<file path="config.mk">
export PLATFORM = sky130hd
export DESIGN_NAME = sram_mem_controller_flat
export DESIGN_NICKNAME = d
export VERILOG_FILES = /design/src/rtl/sram_mem_controller_if.sv /design/src/rtl/sram_mem_controller.sv /design/src/flat_wrapper.sv
export SDC_FILE = /design/constraint.sdc
export NUM_CORES = 1
export LEC_CHECK = 0
export ABC_CLOCK_PERIOD_IN_PS = 8200
export CORE_UTILIZATION = 30
export DETAILED_ROUTE_END_ITERATION = 16
export GPL_TIMING_DRIVEN = 0
export MAX_ROUTING_LAYER = met4
export REMOVE_ABC_BUFFERS = 1
export SLEW_MARGIN = 20
export SYNTH_ARGS = -nofsm -noshare
export SYNTH_HDL_FRONTEND = slang
export SYNTH_SLANG_ARGS = --single-unit
</file>
<file path="constraint.sdc">
create_clock -name clk -period 8.2 [get_ports clk]
set_input_delay 0.82 -clock clk [delete_from_list [all_inputs] [get_ports clk]]
set_output_delay 0.82 -clock clk [all_outputs]
set_load 0.1 [all_outputs]
</file>
<file path="src/rtl/sram_mem_controller_if.sv">
// MEM-stage data-memory request bus plus the external SRAM pin group.
// Latency: n/a (signal bundle only).
// Backpressure: ready low stalls the requester; rd_en/wr_en are levels held until ready=1.
//
// Signals:
//   rd_en, wr_en, address, write_data : request from the MEM stage
//   read_data, ready                  : response to the MEM stage
//   sram_addr, sram_dq_out, sram_dq_oe, sram_we_n : controller-driven SRAM pins
//   sram_dq_in                        : data returned by the SRAM
interface sram_mem_controller_if #(
    parameter int SRAM_AW = 18
) ();
    logic               rd_en;
    logic               wr_en;
    logic [31:0]        address;
    logic [31:0]        write_data;
    logic [31:0]        read_data;
    logic               ready;
    logic [SRAM_AW-1:0] sram_addr;
    logic [15:0]        sram_dq_out;
    logic [15:0]        sram_dq_in;
    logic               sram_dq_oe;
    logic               sram_we_n;

    // Requester side (MEM stage and board SRAM model).
    modport master (
        output rd_en, wr_en, address, write_data, sram_dq_in,
        input  read_data, ready, sram_addr, sram_dq_out, sram_dq_oe, sram_we_n
    );

    // Controller side.
    modport slave (
        input  rd_en, wr_en, address, write_data, sram_dq_in,
        output read_data, ready, sram_addr, sram_dq_out, sram_dq_oe, sram_we_n
    );
endinterface

</file>
<file path="src/rtl/sram_mem_controller.sv">
// Performs one 32-bit MEM-stage load/store as two 16-bit SRAM accesses (low half, then high half).
// Latency: request seen in IDLE at cycle 0 completes (ready=1) at cycle 2*WAIT_CYCLES+3.
// Backpressure: ready drops combinationally in the cycle a request appears and stays low until DONE.
//
// Ports:
//   clk  : system clock, rising edge
//   rst  : asynchronous active-high reset
//   bus  : sram_mem_controller_if.slave (MEM-stage request/response and SRAM pins)
module sram_mem_controller #(
    parameter int BASE_ADDR   = 1024,
    parameter int WAIT_CYCLES = 1,
    parameter int SRAM_AW     = 18
) (
    input  logic                  clk,
    input  logic                  rst,
    sram_mem_controller_if.slave  bus
);

    typedef enum logic [1:0] {
        IDLE = 2'd0,
        LO   = 2'd1,
        HI   = 2'd2,
        DONE = 2'd3
    } state_t;

    localparam logic [2:0] WAIT_LAST = 3'(WAIT_CYCLES);

    state_t             state, state_nxt;
    logic [2:0]         wait_cnt, wait_cnt_nxt;
    logic               req;
    logic               last;
    logic               ready;

    logic [SRAM_AW-2:0] req_word;
    logic [SRAM_AW-2:0] lat_word;
    logic [31:0]        lat_data;
    logic               lat_wr;

    // Source for the SRAM pin registers: live request inputs on the IDLE->LO
    // edge (latches not yet loaded), latched copies afterwards.
    logic [SRAM_AW-2:0] cur_word;
    logic [31:0]        cur_data;
    logic               cur_wr;

    logic [31:0]        read_data_q;
    logic [SRAM_AW-1:0] sram_addr_q;
    logic [15:0]        sram_dq_out_q;
    logic               sram_dq_oe_q;
    logic               sram_we_n_q;

    assign req  = bus.rd_en | bus.wr_en;
    assign last = (wait_cnt == WAIT_LAST);

    // Word index wraps silently modulo the SRAM size.
    assign req_word = (SRAM_AW-1)'((bus.address - 32'(BASE_ADDR)) >> 2);

    assign cur_word = (state == IDLE) ? req_word      : lat_word;
    assign cur_data = (state == IDLE) ? bus.write_data : lat_data;
    assign cur_wr   = (state == IDLE) ? bus.wr_en      : lat_wr;

    // ---------------------------------------------------------------- FSM
    always_ff @(posedge clk or posedge rst) begin
        if (rst) begin
            state    <= IDLE;
            wait_cnt <= 3'd0;
        end else begin
            state    <= state_nxt;
            wait_cnt <= wait_cnt_nxt;
        end
    end

    always_comb begin
        state_nxt    = state;
        wait_cnt_nxt = wait_cnt;
        ready        = 1'b0;
        case (state)
            IDLE: begin
                ready = ~req;
                if (req) begin
                    state_nxt    = LO;
                    wait_cnt_nxt = 3'd0;
                end
            end
            LO: begin
                if (last) begin
                    state_nxt    = HI;
                    wait_cnt_nxt = 3'd0;
                end else begin
                    wait_cnt_nxt = wait_cnt + 3'd1;
                end
            end
            HI: begin
                if (last) begin
                    state_nxt    = DONE;
                    wait_cnt_nxt = 3'd0;
                end else begin
                    wait_cnt_nxt = wait_cnt + 3'd1;
                end
            end
            DONE: begin
                // The pipeline advances on this edge; the still-visible
                // request is deliberately not re-accepted.
                ready     = 1'b1;
                state_nxt = IDLE;
            end
            default: state_nxt = IDLE;
        endcase
    end

    // ----------------------------------------------------------- datapath
    always_ff @(posedge clk or posedge rst) begin
        if (rst) begin
            lat_word      <= '0;
            lat_data      <= '0;
            lat_wr        <= 1'b0;
            read_data_q   <= '0;
            sram_addr_q   <= '0;
            sram_dq_out_q <= '0;
            sram_dq_oe_q  <= 1'b0;
            sram_we_n_q   <= 1'b1;
        end else begin
            if (state == IDLE && req) begin
                lat_word <= req_word;
                lat_data <= bus.write_data;
                lat_wr   <= bus.wr_en;
            end

            // Pins are registered from the next state so they are valid for
            // the whole of every LO/HI cycle; address and data hold outside.
            case (state_nxt)
                LO: begin
                    sram_addr_q   <= {cur_word, 1'b0};
                    sram_dq_out_q <= cur_data[15:0];
                    sram_dq_oe_q  <= cur_wr;
                    sram_we_n_q   <= ~cur_wr;
                end
                HI: begin
                    sram_addr_q   <= {cur_word, 1'b1};
                    sram_dq_out_q <= cur_data[31:16];
                    sram_dq_oe_q  <= cur_wr;
                    sram_we_n_q   <= ~cur_wr;
                end
                default: begin
                    sram_dq_oe_q <= 1'b0;
                    sram_we_n_q  <= 1'b1;
                end
            endcase

            // Capture at the end of the final wait-state cycle of each half.
            if (!lat_wr && last) begin
                if (state == LO) read_data_q[15:0]  <= bus.sram_dq_in;
                if (state == HI) read_data_q[31:16] <= bus.sram_dq_in;
            end
        end
    end

    assign bus.ready       = ready;
    assign bus.read_data   = read_data_q;
    assign bus.sram_addr   = sram_addr_q;
    assign bus.sram_dq_out = sram_dq_out_q;
    assign bus.sram_dq_oe  = sram_dq_oe_q;
    assign bus.sram_we_n   = sram_we_n_q;

endmodule

</file>
<file path="src/flat_wrapper.sv">
// flat-port wrapper written by rule: the top's interface ports become plain ports
module sram_mem_controller_flat 
#(
    parameter int BASE_ADDR   = 1024,
    parameter int WAIT_CYCLES = 1,
    parameter int SRAM_AW     = 18
)
  (clk, rst, bus_rd_en, bus_wr_en, bus_address, bus_write_data, bus_sram_dq_in, bus_read_data, bus_ready, bus_sram_addr, bus_sram_dq_out, bus_sram_dq_oe, bus_sram_we_n);
  sram_mem_controller_if #(.SRAM_AW(SRAM_AW)) bus_i ();
  input  logic clk;
  input  logic rst;
  input wire logic [$bits(bus_i.rd_en)-1:0] bus_rd_en;
  input wire logic [$bits(bus_i.wr_en)-1:0] bus_wr_en;
  input wire logic [$bits(bus_i.address)-1:0] bus_address;
  input wire logic [$bits(bus_i.write_data)-1:0] bus_write_data;
  input wire logic [$bits(bus_i.sram_dq_in)-1:0] bus_sram_dq_in;
  output wire logic [$bits(bus_i.read_data)-1:0] bus_read_data;
  output wire logic [$bits(bus_i.ready)-1:0] bus_ready;
  output wire logic [$bits(bus_i.sram_addr)-1:0] bus_sram_addr;
  output wire logic [$bits(bus_i.sram_dq_out)-1:0] bus_sram_dq_out;
  output wire logic [$bits(bus_i.sram_dq_oe)-1:0] bus_sram_dq_oe;
  output wire logic [$bits(bus_i.sram_we_n)-1:0] bus_sram_we_n;
  assign bus_i.rd_en = bus_rd_en;
  assign bus_i.wr_en = bus_wr_en;
  assign bus_i.address = bus_address;
  assign bus_i.write_data = bus_write_data;
  assign bus_i.sram_dq_in = bus_sram_dq_in;
  assign bus_read_data = bus_i.read_data;
  assign bus_ready = bus_i.ready;
  assign bus_sram_addr = bus_i.sram_addr;
  assign bus_sram_dq_out = bus_i.sram_dq_out;
  assign bus_sram_dq_oe = bus_i.sram_dq_oe;
  assign bus_sram_we_n = bus_i.sram_we_n;
  sram_mem_controller #(.BASE_ADDR(BASE_ADDR), .WAIT_CYCLES(WAIT_CYCLES), .SRAM_AW(SRAM_AW)) u_core (.clk(clk), .rst(rst), .bus(bus_i));
endmodule
</file>
==> summary.md <==
| Metric | Value |
|---|---|
| Clock Tree Buf Depth | `2` |
| Die X-Extent | `around 140 µm` |
| Worst path arrival time | `between 3 and 4 ns` |
| Initial Util | `0.310` |
| Layout net count | `626` |
| Synth area leader | `dfrtp_1` |
| Critical path fanouts, max | `43` |
| Total Neg Setup Slack | `0 ns` |
| Crit end category | `output pin` |
| Ys Warns | `0` |
| Layout Area Growth over Synthesis | `42.6%` |
| Setup WS pre-CTS | `roughly 4.0 ns` |
| Top cell type's share of synthesized area | `0.565` |
| Core ar. | `roughly 17,000 µm²` |
| Htree depth | `4` |
| Critical path type | `register to output pin` |
| Layout cells sized above 1 | `0.267` |
| Fin area | `a little under 8000 µm²` |
| Die H | `about 140 µm` |
| Main synth FF type | `dfrtp_1` |
| Main area contributors after synthesis | `dfrtp_1 56%, mux2_2 19%, mux4_2 6.7%` |
| Worst slew pin tran | `slightly above 1 ns` |
| CTS clk-pin slew, worst paths | `~0.05 ns` |
| Setup bufs post-CTS | `0` |
| CTS Buf Count | `17` |
| Slew Limit Fails | `0` |
| Data required, critical path | `7.38 ns` |
| DRT iter0 DRCs | `between 100 and 150` |
| DRC | `0` |
| Largest net degree at the start of global routing | `64` |
| Slew Limit Headroom | `0.318` |
| GRT Overall Usage | `0.140` |
| Startpoint types | `register` |
| Post-DP HPWL | `roughly 8100 µm` |
| FF+latch count, synth | `~120` |
| Hold Path Class | `register to register` |
| FMAX | `between 0.2 and 0.25 GHz` |
| Post-Synthesis Cells | `between 300 and 400` |
| Avg Cell Area, Syn | `between 10 and 15 µm²` |
| Worst-Skew Late Latency | `0.41 ns` |
| First-pass GRT wire length | `between 15,000 and 20,000 µm` |
| Drt via density | `between 4 and 5` |
| Seq/Total Area, Yosys | `0.570` |
| GPL Wtd Cong | `between 0.7 and 0.8` |
| # diodes | `0` |
| # IOs | `approximately 150` |
| ANT nets after route | `0` |
| Clock period minus worst slack | `roughly 4.4 ns` |
| Wirelength, routed | `approximately 12,000 µm` |
| Initial antenna violation count | `0` |
| Fillers | `1,573` |
| Detailed Routing Iterations Pass 1 | `4` |
| Via count | `~3,700` |
| Mean routed wirelength per cell | `approximately 15 µm` |
| Unique masters post-synth | `38` |
| Placed cell areas | `7100 µm²` |
| Post-synth top cells | `122 x dfrtp_1, 89 x mux2_2, 31 x o21ai_0, 29 x nand2_1, 16 x mux4_2` |
| Ys async rst share | `1.00` |
| WHS | `0.474 ns` |
| Final hold violations | `0` |
| Run status | `complete, no violations` |
| PortBufs | `between 100 and 150` |
| CTS tree | `built` |
| Setup ws final | `3.76 ns` |
| Total grt overflow | `0` |
| CTS Root Cell | `clkbuf_16` |
| Post-route clock period utilization | `0.541` |
| DIE AREA | `between 15,000 and 20,000 µm²` |
| EDFF count, synth | `0` |
| RSZ-0062 raised after global routing | `no` |
| Post_cts resized | `0` |
| Clk_skew | `between 0.006 and 0.007 ns` |
| Max Cap Viol | `0` |
| Synthesized area | `between 5000 and 6000 µm²` |
| Most common cell in the synthesized netlist | `dfrtp_1` |
| Site Rows | `48` |
| Vias in the first global route | `3,821` |
| Final setup vio count | `0` |
| CTS sink count | `about 120` |
| Hold_buf cts | `0` |
## through the flow
stage | util | std cells
CTS | 0.442 | 772
detailed placement | 0.408 | 742
global placement | 0.399 | 738
finish | 0.442 | 772
global route | 0.442 | 772
floorplan | - | 376
## kinds of logic (layout without fill, tap and decap cells)
family,after synthesis,count (layout),share of synthesized area
mux,113,113,0.267
xor+xnor,6,6,0.00972
fa+ha+maj,6,6,0.0139
flops,123,123,0.570
buf+inv,32,180,0.0252
compound gates,50,50,0.0528
simple gates,69,69,0.0618
## cell usage in the layout, fill, tap and decap left out, types with 2 or more instances in the layout
| cell type | Yosys | routed |
|---|---|---|
| clkdlybuf4s50_1 | 0 | 137 |
| dfrtp_1 | 122 | 122 |
| mux2_2 | 89 | 89 |
| o21ai_0 | 31 | 30 |
| nand2_1 | 29 | 29 |
| clkbuf_16 | 0 | 17 |
| mux4_2 | 16 | 16 |
| nor2_1 | 14 | 14 |
| inv_1 | 9 | 8 |
| mux2i_1 | 8 | 8 |
| a21oi_1 | 7 | 7 |
| nor3b_1 | 6 | 6 |
| nand2b_1 | 5 | 5 |
| xnor2_1 | 4 | 4 |
| nor3_1 | 4 | 4 |
| ha_1 | 6 | 4 |
| bufinv_16 | 0 | 4 |
| clkbuf_1 | 10 | 3 |
| clkinv_2 | 0 | 3 |
| buf_16 | 0 | 3 |
| or3_1 | 2 | 2 |
| xor2_1 | 2 | 2 |
| nor4_1 | 2 | 2 |
| nand2_2 | 2 | 2 |
| o22ai_1 | 2 | 2 |
| a211o_1 | 2 | 2 |
| ha_4 | 0 | 2 |
| clkbuf_8 | 0 | 2 |
## path summary, 6_finish.rpt
kind | slack (ns) | start | cells after the start | to
max in group asynchronous | 6.64 | rst | 3 | u_core.bus.sram_dq_out[10]
max | 3.76 | u_core.state[1] | 7 | bus_ready
min reg2reg | 0.47 | u_core.lat_word[11] | 2 | u_core.lat_word[11]
min in group asynchronous | 0.87 | rst | 2 | u_core.bus.read_data[2]
max reg2reg | 4.67 | u_core.state[1] | 9 | u_core.bus.sram_addr[15]
min | 0.47 | u_core.lat_word[11] | 2 | u_core.lat_word[11]
## layout make-up
type                       instances  area [µm²]  share of cell area
clock buffer                      22         464              0.0602
timing repair buffer             141        1470               0.191
clock inverter                     8         143              0.0185
multi-input combinational        244        2230               0.289
tap                              225         282              0.0365
inverter                           9        38.8             0.00503
sequential                       123        3080               0.400
## worst max-delay path: stages (launching register included)
cell and delay [ns]:
dfrtp_1 0.41, inv_1 0.16, ha_4 0.32, buf_12 0.28
nor3b_1 0.65, nor2_1 0.09, nor2_1 0.13, clkdlybuf4s50_1 1.16
## registers in the layout, summed over array words and instances, names as in the netlist
register / flops
u_core.bus.sram_dq_oe: 1
u_core.bus.read_data: 32
u_core.state: 2
u_core.lat_data: 32
u_core.lat_wr: 1
u_core.lat_word: 17
u_core.bus.sram_we_n: 1
u_core.bus.sram_dq_out: 16
u_core.bus.sram_addr: 18
u_core.wait_cnt: 3
## routing by layer
layer | GRT usage | wire length, µm
met2 | 0.224 | 5820
met5 | - | 0
met3 | 0.0567 | 899
met1 | 0.159 | 5060
met4 | 0.0444 | 96
Power is not shown: default switching activity piles up to over one toggle a cycle in this logic, so the estimate is an artifact.
